==> src/rtl/multicycle_pkg.sv <==
// Shared constants and state encoding for the multicycle MIPS control unit.
package multicycle_pkg;

    typedef enum logic [3:0] {
        StFetch   = 4'd0,
        StDecode  = 4'd1,
        StMemAdr  = 4'd2,
        StMemRd   = 4'd3,
        StMemWb   = 4'd4,
        StMemWr   = 4'd5,
        StRtypeEx = 4'd6,
        StRtypeWb = 4'd7,
        StBeqEx   = 4'd8,
        StAddiEx  = 4'd9,
        StAddiWb  = 4'd10,
        StJumpEx  = 4'd11
    } state_t;

    localparam logic [5:0] OP_RTYPE = 6'b000000;
    localparam logic [5:0] OP_LW    = 6'b100011;
    localparam logic [5:0] OP_SW    = 6'b101011;
    localparam logic [5:0] OP_BEQ   = 6'b000100;
    localparam logic [5:0] OP_ADDI  = 6'b001000;
    localparam logic [5:0] OP_J     = 6'b000010;

    localparam logic [5:0] FN_ADD = 6'b100000;
    localparam logic [5:0] FN_SUB = 6'b100010;
    localparam logic [5:0] FN_AND = 6'b100100;
    localparam logic [5:0] FN_OR  = 6'b100101;
    localparam logic [5:0] FN_SLT = 6'b101010;

    localparam logic [3:0] ALU_AND = 4'b0000;
    localparam logic [3:0] ALU_OR  = 4'b0001;
    localparam logic [3:0] ALU_ADD = 4'b0010;
    localparam logic [3:0] ALU_SUB = 4'b0110;
    localparam logic [3:0] ALU_SLT = 4'b0111;

    localparam logic       SRCA_PC    = 1'b0;
    localparam logic       SRCA_REGA  = 1'b1;
    localparam logic [1:0] SRCB_REGB  = 2'b00;
    localparam logic [1:0] SRCB_FOUR  = 2'b01;
    localparam logic [1:0] SRCB_IMM   = 2'b10;
    localparam logic [1:0] SRCB_IMMSH = 2'b11;

    localparam logic [1:0] PCSRC_ALU    = 2'b00;
    localparam logic [1:0] PCSRC_ALUOUT = 2'b01;
    localparam logic [1:0] PCSRC_JUMP   = 2'b10;

    // StFetch doubles as the "undecodable opcode" result.
    function automatic state_t decode_next(input logic [5:0] op);
        case (op)
            OP_LW, OP_SW: return StMemAdr;
            OP_RTYPE:     return StRtypeEx;
            OP_BEQ:       return StBeqEx;
            OP_ADDI:      return StAddiEx;
            OP_J:         return StJumpEx;
            default:      return StFetch;
        endcase
    endfunction

endpackage

==> src/rtl/multicycle_control_alu_decoder.sv <==
// R-type funct field to ALU operation select, with a validity flag.
module alu_decoder
    import multicycle_pkg::*;
(
    input  logic [5:0] funct,
    output logic [3:0] alu_ctrl,
    output logic       funct_valid
);

    always_comb begin
        alu_ctrl    = ALU_ADD;
        funct_valid = 1'b1;
        case (funct)
            FN_ADD:  alu_ctrl = ALU_ADD;
            FN_SUB:  alu_ctrl = ALU_SUB;
            FN_AND:  alu_ctrl = ALU_AND;
            FN_OR:   alu_ctrl = ALU_OR;
            FN_SLT:  alu_ctrl = ALU_SLT;
            default: funct_valid = 1'b0;
        endcase
    end

endmodule

==> src/rtl/multicycle_control.sv <==
// Main control FSM for the multicycle MIPS datapath: fetch, decode, execute,
// memory and writeback sequencing with a memory-ready handshake.
module multicycle_control
    import multicycle_pkg::*;
(
    input  logic       clk,
    input  logic       reset,
    input  logic [5:0] opcode,
    input  logic [5:0] funct,
    input  logic       zero,
    input  logic       mem_ready,
    output logic [3:0] ALUcontrol,
    output logic       alu_src_a,
    output logic [1:0] alu_src_b,
    output logic [1:0] pc_src,
    output logic       pc_en,
    output logic       iord,
    output logic       mem_read,
    output logic       mem_write,
    output logic       ir_write,
    output logic       reg_write,
    output logic       reg_dst,
    output logic       mem_to_reg,
    output logic       illegal_op,
    output logic [3:0] state_o
);

    state_t     state;
    logic [3:0] rtype_alu;
    logic       funct_valid;

    alu_decoder u_alu_decoder (
        .funct       (funct),
        .alu_ctrl    (rtype_alu),
        .funct_valid (funct_valid)
    );

    always_ff @(posedge clk or posedge reset) begin
        if (reset) begin
            state <= StFetch;
        end else begin
            case (state)
                StFetch:   if (mem_ready) state <= StDecode;
                StDecode:  state <= decode_next(opcode);
                StMemAdr:  state <= (opcode == OP_SW) ? StMemWr : StMemRd;
                StMemRd:   if (mem_ready) state <= StMemWb;
                StMemWb:   state <= StFetch;
                StMemWr:   if (mem_ready) state <= StFetch;
                StRtypeEx: state <= funct_valid ? StRtypeWb : StFetch;
                StRtypeWb: state <= StFetch;
                StBeqEx:   state <= StFetch;
                StAddiEx:  state <= StAddiWb;
                StAddiWb:  state <= StFetch;
                StJumpEx:  state <= StFetch;
                default:   state <= StFetch;
            endcase
        end
    end

    assign state_o = state;

    always_comb begin
        ALUcontrol = ALU_ADD;
        alu_src_a  = SRCA_PC;
        alu_src_b  = SRCB_REGB;
        pc_src     = PCSRC_ALU;
        pc_en      = 1'b0;
        iord       = 1'b0;
        mem_read   = 1'b0;
        mem_write  = 1'b0;
        ir_write   = 1'b0;
        reg_write  = 1'b0;
        reg_dst    = 1'b0;
        mem_to_reg = 1'b0;
        illegal_op = 1'b0;

        case (state)
            StFetch: begin
                mem_read  = 1'b1;
                alu_src_b = SRCB_FOUR;
                ir_write  = mem_ready;
                pc_en     = mem_ready;
            end
            StDecode: begin
                alu_src_b  = SRCB_IMMSH;
                illegal_op = (decode_next(opcode) == StFetch);
            end
            StMemAdr: begin
                alu_src_a = SRCA_REGA;
                alu_src_b = SRCB_IMM;
            end
            StMemRd: begin
                mem_read = 1'b1;
                iord     = 1'b1;
            end
            StMemWb: begin
                reg_write  = 1'b1;
                mem_to_reg = 1'b1;
            end
            StMemWr: begin
                mem_write = 1'b1;
                iord      = 1'b1;
            end
            StRtypeEx: begin
                alu_src_a  = SRCA_REGA;
                ALUcontrol = rtype_alu;
                illegal_op = ~funct_valid;
            end
            StRtypeWb: begin
                reg_write = 1'b1;
                reg_dst   = 1'b1;
            end
            StBeqEx: begin
                alu_src_a  = SRCA_REGA;
                ALUcontrol = ALU_SUB;
                pc_src     = PCSRC_ALUOUT;
                pc_en      = zero;
            end
            StAddiEx: begin
                alu_src_a = SRCA_REGA;
                alu_src_b = SRCB_IMM;
            end
            StAddiWb: begin
                reg_write = 1'b1;
            end
            StJumpEx: begin
                pc_src = PCSRC_JUMP;
                pc_en  = 1'b1;
            end
            default: ;
        endcase

        // State is already FETCH during reset; suppress its read and any writes.
        if (reset) begin
            pc_en      = 1'b0;
            ir_write   = 1'b0;
            reg_write  = 1'b0;
            mem_read   = 1'b0;
            mem_write  = 1'b0;
            illegal_op = 1'b0;
        end
    end

endmodule

==> config.mk <==
export PLATFORM = sky130hd
export DESIGN_NAME = multicycle_control
export DESIGN_NICKNAME = d
export VERILOG_FILES = /design/src/rtl/multicycle_pkg.sv /design/src/rtl/multicycle_control_alu_decoder.sv /design/src/rtl/multicycle_control.sv
export SDC_FILE = /design/constraint.sdc
export NUM_CORES = 1
export LEC_CHECK = 0
export ABC_AREA = 1
export CAP_MARGIN = 10
export CORE_UTILIZATION = 40
export DETAILED_ROUTE_END_ITERATION = 16
export GPL_ROUTABILITY_DRIVEN = 0
export PLACE_DENSITY = 0.85
export SYNTH_ARGS = -nofsm -noshare
export SYNTH_HDL_FRONTEND = slang
export SYNTH_SLANG_ARGS = --single-unit
==> constraint.sdc <==
create_clock -name clk -period 1.9 [get_ports clk]
set_input_delay 0.38 -clock clk [delete_from_list [all_inputs] [get_ports clk]]
set_output_delay 0.38 -clock clk [all_outputs]
set_load 0.05 [all_outputs]
==> out/summary.txt, run 1 <==
io pins = 38
die boundary height = 41.9 um
Worst EP Category = output port
sequential share of the synthesized area = 15.7%
Starting Density = 42.4%
nets in the synthesized netlist = 138
Worst EP post-GRT repair = ALUcontrol[0]
maximum level of the CTS H-tree = 1
synthesized instance count = 122
number of different library cells in the post-synthesis netlist = 20
IO Port Bufs = 36
result of the run = aborted with a tool error
Placed Cells = 188
Site Rows = 14
mean instance size in the synthesized netlist = 5.23 um2
Die Wd = 41.9 um
Max Buffers Root-to-Sink = 2
clock net sink count = 4
Clock Root Buffer = clkbuf_4
clock buffer count from CTS = 3
HPWL Detailed = 2.08 mm
area of the mapped netlist = 638 um2
post-synthesis sequential element count = 4
error text reported by the tool = [ERROR DPL-0038] Utilization greater than 100%, impossible to legalize
count of yosys warnings during synthesis = 0
Failed at = 5_1_grt
area of placed instances = 0.00132 mm2
top area cells in the synthesized netlist = nor2_1 (16%), dfrtp_1 (16%), inv_1 (15%), nand2_1 (15%), nand3_1 (13%)
pin count of the biggest net entering global routing = 8
most area-hungry cell type in the Yosys netlist = nor2_1
Synth top area share = 15.9%
-- kinds of logic after synthesis --
logic type,after synthesis,share of synthesized area [%]
AO/OA/AOI/OAI,8,7.84
buffers and inverters,27,16.5
AND/OR/NAND/NOR,82,59.4
other,1,0.588
flip-flops,4,15.7
-- synthesized netlist by cell type --
master	count
nand3b_1	1
nor2_1	27
dfrtp_1	4
a31oi_1	1
nor2_2	3
a21oi_1	2
buf_4	1
nand3_2	1
conb_1	1
nand3_1	16
nor2_4	1
o22ai_2	1
inv_1	25
o22ai_1	1
nand4_2	1
nand2_1	25
o21ai_0	3
nand4_1	3
inv_2	1
nand2_2	4
-- repair_timing --
action	in CTS
hold buffers	0
endpoints found under the setup margin	9
buffers inserted	7
cloned	0
pin swaps	8
resized for setup	28
endpoints found under the hold margin	0
-- stage by stage --
stage,setup WS (ps),utilization [%]
CTS,-59.7,95.8
detailed placement,-181,87.4
floorplan,-74.5,-
global placement,-122,87.4
==> run 2, diff against run 1 <==
Settings changed: CORE_AREA set to 2 2 63 65, CORE_UTILIZATION 40 to not set, DIE_AREA set to 0 0 65 67, PLACE_DENSITY 0.85 to not set, PLACE_DENSITY_LB_ADDON set to 0.15.
==> run 2 against run 1 <==
  * The flow now finishes without violations
  * Synthesized cell count did not move
  * Area after synthesis stayed put
==> out/summary.txt, run 2 <==
global router's overall resource usage = 10.8%
Peak VDD IR = 0.552 mV
startpoint kind of the worst setup timing path = register
Final Routed Wirelength = 2.31 mm
area of the mapped netlist = 638 um2 (unchanged)
Clock Latency Late Sink = 220 ps
part of the power in registers = 9.9%
Synth top area share = 15.9% (unchanged)
Tightest Hold Check Type = in2async
PnR worst setup slack = 10.4 ps
layout cell share with drive strength beyond 1 = 52.2%
Worst path slowest cell = dfrtp_2
HPWL Detailed = 1.89 mm (-9.1%)
Post-synth EDFFs = 0 (unchanged)
Site Rows = 22 (+8)
number of setup violations in the final report = 0
result of the run = finished, final reports clean
number of flip-flops in the largest register = 4
io pins = 38 (unchanged)
count of yosys warnings during synthesis = 0 (unchanged)
Clock Root Buffer = clkbuf_8
setup clock skew after layout = 4.67 ps
mean instance size in the synthesized netlist = 5.23 um2 (unchanged)
global-route wire length before repair = 3.72 mm
IO Port Bufs = 36 (unchanged)
arrival time at the worst endpoint = 1510 ps
maximum level of the CTS H-tree = 1 (unchanged)
Peak Freq = 529 MHz
Detailed Route Iter0 Violations = 31
leading cell type by number of instances after synthesis = nor2_1
post-CTS clock slew at the launch and capture registers of the worst setup and hold paths = 30 ps
largest fanout on the critical path = 6
Final Slew Violations = 0
Avg WL per Cell = 9.89 um
post-synthesis sequential element count = 4 (unchanged)
Post-Route Setup TNS = 0 ps
vias per std cell = 4.12
delay contributed by the slowest stage of the critical path = 440 ps
via count of the routed design = 964
synthesized instance count = 122 (unchanged)
clock period minus final worst setup slack = 1890 ps
most common flop cell mapped by yosys = dfrtp_1
unrepaired setup endpoints after global routing = true
CTS tree = yes
leakage power summed over all cells = 0.764 nW
list of cells traversed by the critical path = inv_2 -> nand2_4 -> nor2_4 -> nand4_1 -> o22ai_4 -> buf_12
die area = 0.00436 mm2
vias in the first global route = 892
die boundary height = 67 um (+60%)
nets in the synthesized netlist = 138 (unchanged)
clock net sink count = 4 (unchanged)
pre-CTS worst setup slack = -240 ps (-58.5 ps)
remaining routing DRC violations = 0
Hold WS = 540 ps
Worst EP required = 1520 ps
Synth-to-Final Area Change = 146%
Starting Density = 17.7% (-25 points)
Commonest cells post-synth = nor2_1 (27), inv_1 (25), nand2_1 (25), nand3_1 (16)
number of different library cells in the post-synthesis netlist = 20 (unchanged)
top area cells in the synthesized netlist = nor2_1 (16%), dfrtp_1 (16%), inv_1 (15%), nand2_1 (15%), nand3_1 (13%)
power per standard cell area = 1080 mW/mm2
max-capacitance violation count = 0
switching fraction of total power = 50.7%
PnR Total Power = 1.69 mW
pin count of the biggest net entering global routing = 8
clock buffer count from CTS = 3 (unchanged)
internal power = 833 uW
1st-pass router iterations = 4
most area-hungry cell type in the Yosys netlist = nor2_1
gr ovfl total = 0
leading cell types in the layout, fill and taps excluded = buf_4 (31), nand2_1 (22), inv_1 (19)
NumNets Final = 204
Final Hold Violating Endpoints = 0
number of inserted diodes = 0
Std-Cell Core Area = 0.00361 mm2
antenna violations before repair = 0
Die Wd = 65 um (+55%)
most frequent standard cell in the layout excluding fill and tap cells = buf_4
type of destination of the critical path = output port
final period utilization = 99.5%
antenna violation net count after detailed routing = 0
proportion of power drawn by the clock network = 10.3%
sequential share of the synthesized area = 15.7% (unchanged)
Max Buffers Root-to-Sink = 2 (unchanged)
Psw = 858 uW
part of the total power dissipated in combinational logic = 79.8%
share of async-settable or async-resettable flops after synthesis = 100% (unchanged)
critical path class = reg2out
-- run 2: path summary, 6_finish.rpt --
| path | start | to | slack, ps | cells past startpoint |
|---|---|---|---|---|
| worst max-delay path | state_o[0]$_DFFE_PP0P_ | ALUcontrol[0] | 10 | 6 |
| worst min-delay path | reset | state_o[3]$_DFFE_PP0P_ | 540 | 3 |
| worst max register to register | state_o[2]$_DFFE_PP0P_ | state_o[2]$_DFFE_PP0P_ | 590 | 8 |
| worst min register to register | state_o[2]$_DFFE_PP0P_ | state_o[3]$_DFFE_PP0P_ | 740 | 3 |
| max in group asynchronous | reset | state_o[2]$_DFFE_PP0P_ | 1240 | 3 |
| min in group clk | state_o[2]$_DFFE_PP0P_ | state_o[3]$_DFFE_PP0P_ | 740 | 3 |
-- run 2: cell families (layout without fill, tap and decap cells) --
| group | after synthesis | after routing | share of synthesized area (%) |
|---|---|---|---|
| other cells | 1 | 1 | 0.588 |
| compound gates | 8 | 8 | 7.84 |
| simple gates | 82 | 82 | 59.4 |
| buf+inv | 27 | 91 | 16.5 |
| flops | 4 | 4 | 15.7 |
-- run 2: worst max-delay path: cells and delay by family (launching register included) --
family	cells	cell delay (ps)
DFF	1	440
and+or+nand+nor	3	430
buffers and inverters	2	260
AOI/OAI and AO/OA	1	170
-- run 2: power by group through the flow --
stage | Combinational (mW) | Sequential [mW] | Clock, mW
final | 1.35 | 0.168 | 0.175
after global routing | 1.43 | 0.171 | 0.189
after CTS | 1.26 | 0.173 | 0.180
after detailed placement | 1.18 | 0.160 | 0
after global placement | 1.18 | 0.158 | 0
after floorplan | 0.597 | 0.233 | 0
-- run 2: stage by stage --
step	util, %	instances	area (um2)
5_1_grt	43.5	234	1570
2_1_floorplan	-	122	696
4_1_cts	41.7	229	1500
3_3_place_gp	37.4	219	1350
3_5_place_dp	37.4	219	1350
6_report	43.5	234	1570
-- run 2: timing repair --
item,in CTS,in global routing
setup buffers,8,5
pin swaps,12,3
cloned,0,0
endpoints found under the setup margin,5,9
hold buffers,0,0
resized for setup,36,7
-- run 2: cell type report --
| cell class | count | area (um2) |
|---|---|---|
| inverters | 26 | 108 |
| clock buffers | 3 | 41.3 |
| repair buffers | 62 | 679 |
| flip-flops and latches | 4 | 105 |
| fillers | 366 | 2040 |
| multi-input cells | 91 | 574 |
| well taps | 48 | 60.1 |
-- run 2: layer usage --
| layer | vias up | wire, um | track usage (%) |
|---|---|---|---|
| li1 | 504 | - | - |
| met1 | 434 | 941 | 12.5 |
| met2 | 26 | 1250 | 20.4 |
| met3 | 0 | 123 | 2.03 |
| met4 | 0 | 0 | 2.39 |
| met5 | - | 0 | 0 |
Note: power is estimated with default switching activity, not from simulation.
==> run 3, diff against run 2 <==
Settings changed: TNS_END_PERCENT set to 5.
==> run 3 against run 2 <==
  * Non-clock buffer count is 8 lower
  * Global-route usage is 0.43 points lower
  * Utilization is 2.6 points lower
  * Die area stayed put
  * Critical path depth stayed put
  * Wire length is 0.69% higher
  * Sequential power hardly changed
  * Critical path type unchanged
  * Largest power group unchanged
==> out/summary.txt, run 3 (synthesis results as in run 2) <==
number of setup violations in the final report = 0 (unchanged)
filler-free cell count of the finished design = 227 (-3.0%)
CTS tree = yes
Worst EP required = 1520 ps (about the same)
Avg WL per Cell = 10.3 um (+3.8%)
IO Port Bufs = 36 (unchanged)
global-route track usage on met2 = 19.3% (-1.0 points)
Synth-to-Final Area Change = 131%
GR Layer Usage met3 = 2.87% (+0.84 points)
final period utilization = 99.9% (+0.45 points)
Fill cells = 397 (+8.5%)
via count of the routed design = 938 (-2.7%)
startpoint kind of the worst setup timing path = register
most frequent standard cell in the layout excluding fill and tap cells = nand2_1
vias per std cell = 4.13 (+0.30%)
Die Wd = 65 um (unchanged)
Std-Cell Core Area = 0.00361 mm2 (unchanged)
global router's overall resource usage = 10.4% (-0.43 points)
arrival time at the worst endpoint = 1520 ps (about the same)
highest-utilization routing layer at the global route stage = met2
pin count of the biggest net entering global routing = 8 (unchanged)
setup clock skew after layout = 4.15 ps (-0.524 ps)
part of the total power dissipated in combinational logic = 78.2% (-1.6 points)
antenna violations before repair = 0 (unchanged)
max-capacitance violation count = 0 (unchanged)
Final Routed Wirelength = 2.33 mm (+0.69%)
Site Rows = 22 (unchanged)
switching fraction of total power = 51.4% (+0.72 points)
clock period minus final worst setup slack = 1900 ps (+8.50 ps)
maximum level of the CTS H-tree = 1 (unchanged)
internal power = 791 uW (-5.1%)
leading cell types in the layout, fill and taps excluded = nand2_1 (23), buf_4 (22), inv_1 (20)
clock buffer count from CTS = 3 (unchanged)
Psw = 838 uW (-2.3%)
die boundary height = 67 um (unchanged)
power per standard cell area = 1110 mW/mm2 (+2.6%)
result of the run = finished, final reports clean
layout cell share with drive strength beyond 1 = 44.1% (-8.0 points)
critical path class = reg2out
NumNets Final = 196 (-3.9%)
number of flip-flops in the largest register = 4 (unchanged)
remaining routing DRC violations = 0 (unchanged)
die area = 0.00436 mm2 (unchanged)
Hold WS = 483 ps (-57.6 ps)
antenna violation net count after detailed routing = 0 (unchanged)
gr ovfl total = 0 (unchanged)
Final Hold Violating Endpoints = 0 (unchanged)
largest fanout on the critical path = 5 (-1)
Detailed Route Iter0 Violations = 28 (-9.7%)
type of destination of the critical path = output port
1st-pass router iterations = 4 (unchanged)
proportion of power drawn by the clock network = 11.5% (+1.2 points)
Multi-input gate area = 528 um2 (-8.1%)
Clock Root Buffer = clkbuf_8
Final Slew Violations = 0 (unchanged)
vias in the first global route = 885 (-0.78%)
fraction of met1 tracks used by global routing = 11.6% (-0.92 points)
io pins = 38 (unchanged)
global-route wire length before repair = 3.56 mm (-4.3%)
number of inserted diodes = 0 (unchanged)
footprint of the flip-flops and latches = 105 um2 (unchanged)
HPWL Detailed = 1.88 mm (-0.52%)
Placed Cells = 217 (-0.91%)
Peak VDD IR = 0.347 mV (-37%)
unrepaired setup endpoints after global routing = true
Max Buffers Root-to-Sink = 2 (unchanged)
Peak Freq = 527 MHz (-0.45%)
Tightest Hold Check Type = in2async
leakage power summed over all cells = 0.730 nW (-4.5%)
Starting Density = 17.7% (unchanged)
clock net sink count = 4 (unchanged)
post-CTS clock slew at the launch and capture registers of the worst setup and hold paths = 30 ps (about the same)
part of the power in registers = 10.2% (+0.3 points)
Clock Latency Late Sink = 220 ps (about the same)
-- run 3: repair_timing --
action,CTS,global route
setup buffers,4,2
resized for setup,27,10
endpoints found under the hold margin,0,0
setup endpoints to repair,7,11
pin swaps,7,4
hold buffers,0,0
-- run 3: path summary, 6_finish.rpt --
check	start	endpoint	slack, ps	cells past startpoint
max in group asynchronous	reset	state_o[1]$_DFFE_PP0P_	1300	3
worst max register to register	state_o[3]$_DFFE_PP0P_	state_o[2]$_DFFE_PP0P_	590	9
worst max-delay path	state_o[3]$_DFFE_PP0P_	ALUcontrol[0]	2	6
worst min register to register	state_o[0]$_DFFE_PP0P_	state_o[0]$_DFFE_PP0P_	740	5
min in group clk	state_o[0]$_DFFE_PP0P_	state_o[0]$_DFFE_PP0P_	740	5
worst min-delay path	reset	state_o[3]$_DFFE_PP0P_	480	3
-- run 3: power groups by stage --
| stage | Clock, mW | Combinational, mW | Sequential (mW) |
|---|---|---|---|
| 5_1_grt | 0.206 | 1.35 | 0.174 |
| 3_5_place_dp | 0 | 1.17 | 0.155 |
| 3_3_place_gp | 0 | 1.17 | 0.154 |
| 6_report | 0.188 | 1.27 | 0.167 |
| 4_1_cts | 0.193 | 1.24 | 0.155 |
| 2_1_floorplan | 0 | 0.591 | 0.227 |
-- run 3: layer usage --
metal	vias to the layer above	routed length (um)
met1	418	900
met2	29	1230
met4	0	0
li1	491	-
met5	-	0
met3	0	194
-- run 3: area by class of cell --
type	count	share of cell area (%)
clock buffers	4	3.06
inverters	26	7.31
multi-input cells	91	35.9
flip-flops and latches	4	7.14
well taps	48	4.08
repair buffers	54	42.6
-- run 3: worst max-delay path, cell delays in order (launching register included) --
cell,delay [ps]
dfrtp_2,430
inv_4,100
nand2_4,60
nor2_4,180
nand4_1,200
o22ai_4,170
buf_12,160
-- run 3: metrics by stage --
| step | cell area (um2) | power [mW] | utilization (%) | setup TNS [ps] | setup WS (ps) |
|---|---|---|---|---|---|
| 2_1_floorplan | 689 | 0.818 | - | -1090 | -181 |
| 3_3_place_gp | 1330 | 1.32 | 36.8 | -547 | -202 |
| 3_5_place_dp | 1330 | 1.32 | 36.8 | -633 | -237 |
| 4_1_cts | 1430 | 1.59 | 39.7 | -79.4 | -27.1 |
| 5_1_grt | 1470 | 1.73 | 40.8 | -533 | -103 |
| 6_report | 1470 | 1.63 | 40.8 | 0 | 1.90 |
==> run 4, diff against run 3 <==
Settings changed: PLACE_DENSITY set to 0.5, PLACE_DENSITY_LB_ADDON 0.15 to not set.
Clock period 1.9 ns to 1.8 ns, I/O delays scaled along.
==> run 4 against run 3 <==
  * Hold slack better by 16 ps
  * Critical path type unchanged
  * First-iteration DRC count increased by 64%
  * Highest routed layer is now met4
  * Global-route usage is 1.2 points higher
  * Utilization grew 2.3 points
  * Cell count rose by 3.1%
  * Sequential cell count unchanged
  * Sequential power rose by 8%
  * Clock skew hardly changed
  * Power rose by 5.4%
  * Largest cell class unchanged
  * Die area unchanged
  * Via count is 3.4% higher
  * Register-to-register slack got worse by 50 ps
  * The run now ends with setup timing left
==> out/summary.txt, run 4 (synthesis results as in run 2) <==
cell with the most instances on the worst path = nor2_1
clock buffer count from CTS = 3 (unchanged)
filler-free cell count of the finished design = 234 (+3.1%)
Avg WL per Cell = 9.97 um (-2.8%)
Post-Route Setup TNS = -159 ps (-159 ps)
largest fanout on the critical path = 7 (+2)
vias in the first global route = 973 (+9.9%)
via count of the routed design = 970 (+3.4%)
list of cells traversed by the critical path = inv_2 -> nand2_4 -> nor2_4 -> nand3_1 -> nor2_1 -> nor2_1 -> nor2_2 -> buf_6
Starting Density = 17.7% (unchanged)
die boundary height = 67 um (unchanged)
Tightest Hold Check Type = in2async
pin count of the biggest net entering global routing = 8 (unchanged)
unrepaired setup endpoints after global routing = true
Worst EP required = 1440 ps (-80 ps)
Peak Freq = 541 MHz
Final Hold Violating Endpoints = 0 (unchanged)
Fill cells = 380 (-4.3%)
Site Rows = 22 (unchanged)
number of inserted diodes = 0 (unchanged)
PnR worst setup slack = -47.8 ps (-49.7 ps)
Placed Cells = 221 (+1.8%)
clock net sink count = 4 (unchanged)
NumNets Final = 204 (+4.1%)
CTS tree = yes
power per standard cell area = 1100 mW/mm2 (-0.22%)
Final Routed Wirelength = 2.33 mm (+0.17%)
startpoint kind of the worst setup timing path = register
pre-CTS worst setup slack = -248 ps (-10.7 ps)
Hold WS = 499 ps (+16.4 ps)
critical path class = reg2out
vias per std cell = 4.15 (+0.32%)
leading cell types in the layout, fill and taps excluded = buf_4 (30), nand2_1 (21), inv_1 (18)
die area = 0.00436 mm2 (unchanged)
layout cell share with drive strength beyond 1 = 50.0% (+5.9 points)
number of setup violations in the final report = 5 (+5)
most frequent standard cell in the layout excluding fill and tap cells = buf_4
cell area after layout = 0.00156 mm2 (+5.6%)
final core utilization = 43.1% (+2.3 points)
result of the run = finished, violations left
PnR Total Power = 1.72 mW (+5.4%)
antenna violations before repair = 0 (unchanged)
IO Port Bufs = 36 (unchanged)
Final Slew Violations = 0 (unchanged)
Clock Latency Late Sink = 220 ps (about the same)
clock period minus final worst setup slack = 1850 ps
area of placed instances = 0.00138 mm2 (+4.1%)
global router's overall resource usage = 11.5% (+1.2 points)
type of destination of the critical path = output port
Peak VDD IR = 0.480 mV (+38%)
leakage power summed over all cells = 0.763 nW (+4.5%)
global-route wire length before repair = 3.98 mm (+12%)
io pins = 38 (unchanged)
HPWL Detailed = 1.94 mm (+3.5%)
Std-Cell Core Area = 0.00361 mm2 (unchanged)
delay contributed by the slowest stage of the critical path = 460 ps (+30 ps)
number of flip-flops in the largest register = 4 (unchanged)
final period utilization = 103%
Max Buffers Root-to-Sink = 2 (unchanged)
remaining routing DRC violations = 0 (unchanged)
maximum level of the CTS H-tree = 1 (unchanged)
Detailed Route Iter0 Violations = 46 (+64%)
1st-pass router iterations = 4 (unchanged)
setup clock skew after layout = 4.45 ps (+0.304 ps)
Clock Root Buffer = clkbuf_8
gr ovfl total = 0 (unchanged)
arrival time at the worst endpoint = 1490 ps (-30 ps)
post-CTS clock slew at the launch and capture registers of the worst setup and hold paths = 30 ps (about the same)
Synth-to-Final Area Change = 144%
Die Wd = 65 um (unchanged)
antenna violation net count after detailed routing = 0 (unchanged)
max-capacitance violation count = 0 (unchanged)
Worst path slowest cell = dfrtp_2
failing checks = setup timing
==> run 4: cell types whose count changed in the layout (fill, tap and decap cells not counted), moves of 2 or more <==
cell,previous run,this run
inv_2,3,5
nor2_4,3,6
nor2_2,13,11
nand2_2,3,5
buf_4,22,30
inv_1,20,18
nand2_1,23,21
==> run 4: critical path: cells and delay by family, from the launching register on <==
| family | cells | cell delay (ps) |
|---|---|---|
| and+or+nand+nor | 6 | 540 |
| DFF | 1 | 460 |
| buffers and inverters | 2 | 260 |
==> run 4: final timing paths <==
path	from	to	slack [ps]	cells after the start
max	state_o[2]$_DFFE_PP0P_	illegal_op	-50	8
min	reset	state_o[2]$_DFFE_PP0P_	500	3
max reg2reg	state_o[3]$_DFFE_PP0P_	state_o[2]$_DFFE_PP0P_	540	9
min reg2reg	state_o[0]$_DFFE_PP0P_	state_o[0]$_DFFE_PP0P_	780	5
max in group asynchronous	reset	state_o[0]$_DFFE_PP0P_	1180	3
min in group clk	state_o[0]$_DFFE_PP0P_	state_o[0]$_DFFE_PP0P_	780	5
==> run 4: cell type report <==
| type | count | area [um2] | share of cell area (%) |
|---|---|---|---|
| clock buffer | 3 | 41.3 | 2.65 |
| inverter | 26 | 108 | 6.92 |
| tap | 48 | 60.1 | 3.86 |
| sequential | 4 | 105 | 6.76 |
| timing repair buffer | 62 | 684 | 44.0 |
| multi-input combinational | 91 | 557 | 35.8 |
==> run 4: power breakdown <==
| part | switching [mW] | internal, mW |
|---|---|---|
| Combinational | 0.792 | 0.558 |
| Sequential | 0.0592 | 0.121 |
| Clock | 0.0442 | 0.142 |
| Total | 0.895 | 0.821 |
==> run 4: per-layer routing <==
metal  up-vias  wire, um  GRT usage (%)
li1        505         -              -
met1       436       970           12.9
met2        27      1220           21.9
met3         2       128           2.87
met4         0        18           2.39
met5         -         0              0
==> run 4: timing repair <==
action,CTS,global route
endpoints found under the setup margin,5,11
hold buffers,0,0
buffers inserted,10,0
pin swaps,13,2
resized for setup,28,6
